==> config.mk <==
export PLATFORM = sky130hd
export DESIGN_NAME = regfile_sb
export DESIGN_NICKNAME = d
export VERILOG_FILES = /design/src/rtl/regfile_sb.sv
export SDC_FILE = /design/constraint.sdc
export NUM_CORES = 2
export LEC_CHECK = 0
export ABC_AREA = 1
export BUFFER_PORTS_ARGS = -buffer_cell sky130_fd_sc_hd__buf_2
export CAP_MARGIN = 20
export CORE_MARGIN = 10
export CORE_UTILIZATION = 35
export DETAILED_ROUTE_END_ITERATION = 7
export GPL_ROUTABILITY_DRIVEN = 0
export MAX_ROUTING_LAYER = met4
export PLACE_DENSITY = 0.51
export SLEW_MARGIN = 30
export SYNTH_ARGS = -nofsm -noshare
export SYNTH_HDL_FRONTEND = slang
export SYNTH_SLANG_ARGS = --single-unit
export TNS_END_PERCENT = 20
==> constraint.sdc <==
create_clock -name clk -period 11.6 [get_ports clk]
set_input_delay 1.16 -clock clk [delete_from_list [all_inputs] [get_ports clk]]
set_output_delay 1.16 -clock clk [all_outputs]
set_load 0.01 [all_outputs]
==> src/rtl/regfile_sb.sv <==
// regfile_sb: register file with write-to-read bypass and a per-register
// busy scoreboard for destination reservations (WAW stall), plus a count
// of outstanding reservations. Register 0 is hardwired to zero and never busy.
module regfile_sb #(
    parameter int XLEN   = 32,
    parameter int AW     = 5,
    parameter int BYPASS = 1
) (
    input  logic            clk,
    input  logic            reset,
    input  logic            RegWrite,
    input  logic [AW-1:0]   Rd,
    input  logic [XLEN-1:0] Write_data,
    input  logic [AW-1:0]   Rs1,
    input  logic [AW-1:0]   Rs2,
    output logic [XLEN-1:0] read_data1,
    output logic [XLEN-1:0] read_data2,
    input  logic            issue_valid,
    input  logic [AW-1:0]   issue_rd,
    output logic            issue_ready,
    output logic            rs1_busy,
    output logic            rs2_busy,
    output logic [AW:0]     pending_cnt
);

    localparam int NREG = 2 ** AW;

    logic [XLEN-1:0] regs [NREG];
    logic [NREG-1:0] busy;

    logic wb_en;
    logic issue_set;
    logic cnt_inc;
    logic cnt_dec;

    // Writeback/reservation qualifiers and count deltas; a writeback that
    // meets an accepted reservation on the same index leaves busy set, so
    // it must not decrement the count.
    always_comb begin
        wb_en       = RegWrite && (Rd != '0);
        issue_ready = (issue_rd == '0) || !busy[issue_rd] || (RegWrite && (Rd == issue_rd));
        issue_set   = issue_valid && issue_ready && (issue_rd != '0);
        cnt_inc     = issue_set && !busy[issue_rd];
        cnt_dec     = wb_en && busy[Rd] && !(issue_set && (issue_rd == Rd));
    end

    // Combinational read ports with optional same-cycle forwarding.
    always_comb begin
        read_data1 = regs[Rs1];
        read_data2 = regs[Rs2];
        rs1_busy   = busy[Rs1];
        rs2_busy   = busy[Rs2];
        if ((BYPASS != 0) && wb_en && (Rd == Rs1)) begin
            read_data1 = Write_data;
            rs1_busy   = 1'b0;
        end
        if ((BYPASS != 0) && wb_en && (Rd == Rs2)) begin
            read_data2 = Write_data;
            rs2_busy   = 1'b0;
        end
        if (Rs1 == '0) begin
            read_data1 = '0;
            rs1_busy   = 1'b0;
        end
        if (Rs2 == '0) begin
            read_data2 = '0;
            rs2_busy   = 1'b0;
        end
    end

    // Register storage; index 0 is only ever cleared by reset.
    always_ff @(posedge clk) begin
        if (reset) begin
            for (int unsigned i = 0; i < NREG; i++) begin
                regs[i] <= '0;
            end
        end else if (wb_en) begin
            regs[Rd] <= Write_data;
        end
    end

    // Busy scoreboard; the set follows the clear so a new reservation wins.
    always_ff @(posedge clk) begin
        if (reset) begin
            busy <= '0;
        end else begin
            if (wb_en) begin
                busy[Rd] <= 1'b0;
            end
            if (issue_set) begin
                busy[issue_rd] <= 1'b1;
            end
        end
    end

    // Registered count of outstanding reservations, tracked incrementally.
    always_ff @(posedge clk) begin
        if (reset) begin
            pending_cnt <= '0;
        end else begin
            pending_cnt <= pending_cnt + (AW + 1)'(cnt_inc) - (AW + 1)'(cnt_dec);
        end
    end

endmodule

==> insert_results.sql <==
INSERT INTO impl_metrics (metric_group, metric, value, unit) VALUES
('status', 'status', 'finished with violations', ''),
('status', 'failed_checks', 'design-rule violations', ''),
('clocking', 'cts-resized-gates', '0', ''),
('global_route', 'grt_first_pass_wirelength', '364.0', 'mm'),
('sta', 'fin_crit', '6.613', 'ns'),
('yosys', 'complex_gate_fraction_of_the_synthesized_area', '0.1265', ''),
('floorplanning', 'num_rows', '151', ''),
('clocking', 'cts_inserted_buffers', '118', ''),
('global_route', 'gr-max-usage-layer', 'met2', ''),
('global_route', 'grt_use_met2', '0.4130', ''),
('setup_path', 'cp-end-kind', 'primary output', ''),
('route', 'wl', '254.5', 'mm'),
('yosys', 'synth_xor_area_frac', '0.001324', ''),
('yosys', 'ys_seq_area_frac', '0.5294', ''),
('min_path', 'timing.hold.worst_path_depth', '2', ''),
('sta', 'max_freq', '151.2', 'MHz'),
('route', 'dr_total_vias', '54585', ''),
('route', 'drc_violations', '1', ''),
('sta', 'fin_skew', '0.01066', 'ns'),
('cells_and_area', 'layout_common_cells', 'nand2_1, nor2_1, nand3_1, edfxtp_1, o21ai_0', ''),
('floorplanning', 'design.core.area', '169300', 'um^2'),
('clocking', 'clkSinkCount', '1062', ''),
('sta', 'finalMaxSlewViolations', '0', ''),
('floorplanning', 'boundaryPins', '129', ''),
('floorplanning', 'die_area', '187000', 'um^2'),
('yosys', 'synthArstFlopShare', '0', ''),
('power', 'peakVddDrop', '0.1248', 'mV'),
('cells_and_area', 'area_taken_by_multi_input_logic_gates', '23630', 'um^2'),
('global_route', 'grt_overflow_total', '0', ''),
('yosys', 'synth_top_area_share', '0.5166', ''),
('yosys', 'synthesis.area', '59520', 'um^2'),
('cells_and_area', 'final_layout_size_suffix_gt1_frac', '0.07758', ''),
('yosys', 'dominant_combinational_cell_family_by_area_after_synthesis', 'simple AND/OR/NAND/NOR gates', ''),
('cells_and_area', 'most_common_library_cell_in_the_layout_ignoring_fill_and_taps', 'nand2_1', ''),
('clocking', 'htree_levels', '3', ''),
('sta', 'worst_slew_margin_rel', '0.2174', ''),
('route', 'initial_drc_count', '7596', ''),
('clocking', 'tritoncts', 'done', ''),
('route', 'drtPass1Iterations', '8', ''),
('global_route', 'antenna_violations_before_repair', '2', ''),
('cells_and_area', 'utilization', '0.3862', ''),
('sta', 'worst_pin_slew', '1.174', 'ns'),
('yosys', 'post_synth_inst_count', '7270', ''),
('setup_path', 'setup.worst_path.start_class', 'primary input', ''),
('route', 'routed_wire_length_per_instance', '27.27', 'um'),
('route', 'post_drt_via_cell_ratio', '5.848', ''),
('global_route', 'first_global_vias', '51076', ''),
('clocking', 'worst_skew_pair.late_latency', '0.76', 'ns'),
('yosys', 'avgSynthCellArea', '8.188', 'um^2'),
('yosys', 'synthAdderAreaFrac', '0.001598', ''),
('floorplanning', 'die_width', '432.4', 'um'),
('placement', 'post-place-cells', '9112', ''),
('yosys', 'post_synth_mux_area_share', '0', ''),
('yosys', 'yosys_register_bits', '1062', ''),
('power', 'cellPowerDensity', '147.4', 'nW/um^2'),
('sta', 'grt_setup_unrepaired', 'no', ''),
('setup_path', 'crit_type', 'primary input to primary output', ''),
('clocking', 'cts.root.buffer_cell', 'clkbuf_16', ''),
('yosys', 'synth.top_cells.by_area', 'edfxtp_1, nand3_1, nand2_1', ''),
('yosys', 'cell_type_contributing_the_most_total_cell_area_after_synthesis', 'edfxtp_1', ''),
('cells_and_area', 'final-seq-area', '31510', 'um^2'),
('yosys', 'synth-warning-count', '0', ''),
('yosys', 'ys.flop_type', 'edfxtp_1', ''),
('yosys', 'synth_simple_gate_area_frac', '0.2618', ''),
('global_route', 'grt_use_met1', '0.3427', ''),
('sta', 'setup_total_negative_slack', '0', 'ns'),
('clocking', 'cts_setup_buffers', '0', ''),
('sta', 'fin_crit_sh', '0.5701', ''),
('clocking', 'cts_hold_buffers', '0', ''),
('setup_path', 'worst-endpoint-required', '10.44', 'ns'),
('run', 'max_cap_violations', '0', '');
## cell usage after synthesis (2+ instances only)
cell	instances
nand2_1	1439
xor2_1	7
buf_6	2
clkinv_1	2
nor2_4	3
buf_2	227
nor2_2	4
buf_4	12
nor3_1	10
nor2_1	1118
clkbuf_1	340
xnor2_1	2
o21ai_0	487
ha_1	6
o22ai_1	2
o21ai_1	10
inv_1	479
nand3_1	1116
buf_1	90
edfxtp_1	1024
inv_2	14
nand4_1	8
o211ai_1	397
nor3_2	8
nand2_4	2
nand3_2	10
dfxtp_1	38
a21oi_1	405
## worst paths after layout
path                  startpoint                        end  slack, ns
min           busy[0]$_SDFF_PP0_         busy[0]$_SDFF_PP0_       0.52
max                       Rs1[1]              read_data1[4]       4.99
max reg2reg  busy[28]$_SDFF_PP0_  pending_cnt[4]$_SDFF_PP0_       8.04
min reg2reg   busy[0]$_SDFF_PP0_         busy[0]$_SDFF_PP0_       0.52
## stage by stage
step                      setup WS [ns]  hold slack (ns)  area [um^2]
final                             4.987           0.5204        65380
after global routing              5.005           0.5330        65380
after CTS                         5.182           0.5083        65340
after detailed placement          5.196           0.4987        61620
after global placement            5.250           0.4896        61550
after floorplan                   6.967           0.4348        59640
## critical path, stage by stage
cell	delay, ns
buf_8	0.29
clkinv_2	0.88
nand2_1	0.27
nand4_1	0.15
nor3_2	0.25
nand2_4	0.23
inv_2	0.64
nor2_4	0.20
buf_4	0.37
nand3_1	0.27
nand2_1	0.35
buf_2	0.27
## sequential cells by signal (all words and copies together), names as in the netlist
signal and cells:
busy 32, pending_cnt 6, regs 1024
## where the power goes
group / internal, W / switching [W] / total [W]
Combinational: 0.000341 / 0.00103 / 0.00137
Clock: 0.00210 / 0.00166 / 0.00376
Sequential: 0.00441 / 0.0000932 / 0.00451
Total: 0.00685 / 0.00278 / 0.00964
## area by class of cell
cell class,count,area share
diodes,1,0.00003828
clock buffers,145,0.04767
clock inverters,75,0.009263
inverters,495,0.02884
multi-input cells,5073,0.3614
flip-flops and latches,1062,0.4820
well taps,2218,0.04245
repair buffers,265,0.02838
## logic make-up (layout without fill, tap and decap cells)
kind of cell             count (synthesis)  count (layout)
XOR/XNOR                                 9               9
buffers and inverters                 1166             980
other                                    1              33
flip-flops                            1062            1062
AND/OR/NAND/NOR                       3722            3722
adder cells (fa/ha/maj)                  7               7
AO/OA/AOI/OAI                         1303            1303
## layer usage
metal	up-vias	share of wire	routed length [um]
met3	725	0.095	24270
met4	0	0.066	16810
met1	26307	0.39	99690
met5	-	0	0
met2	3322	0.45	113800
li1	24231	-	-
Power figures use the tool's default switching activity.
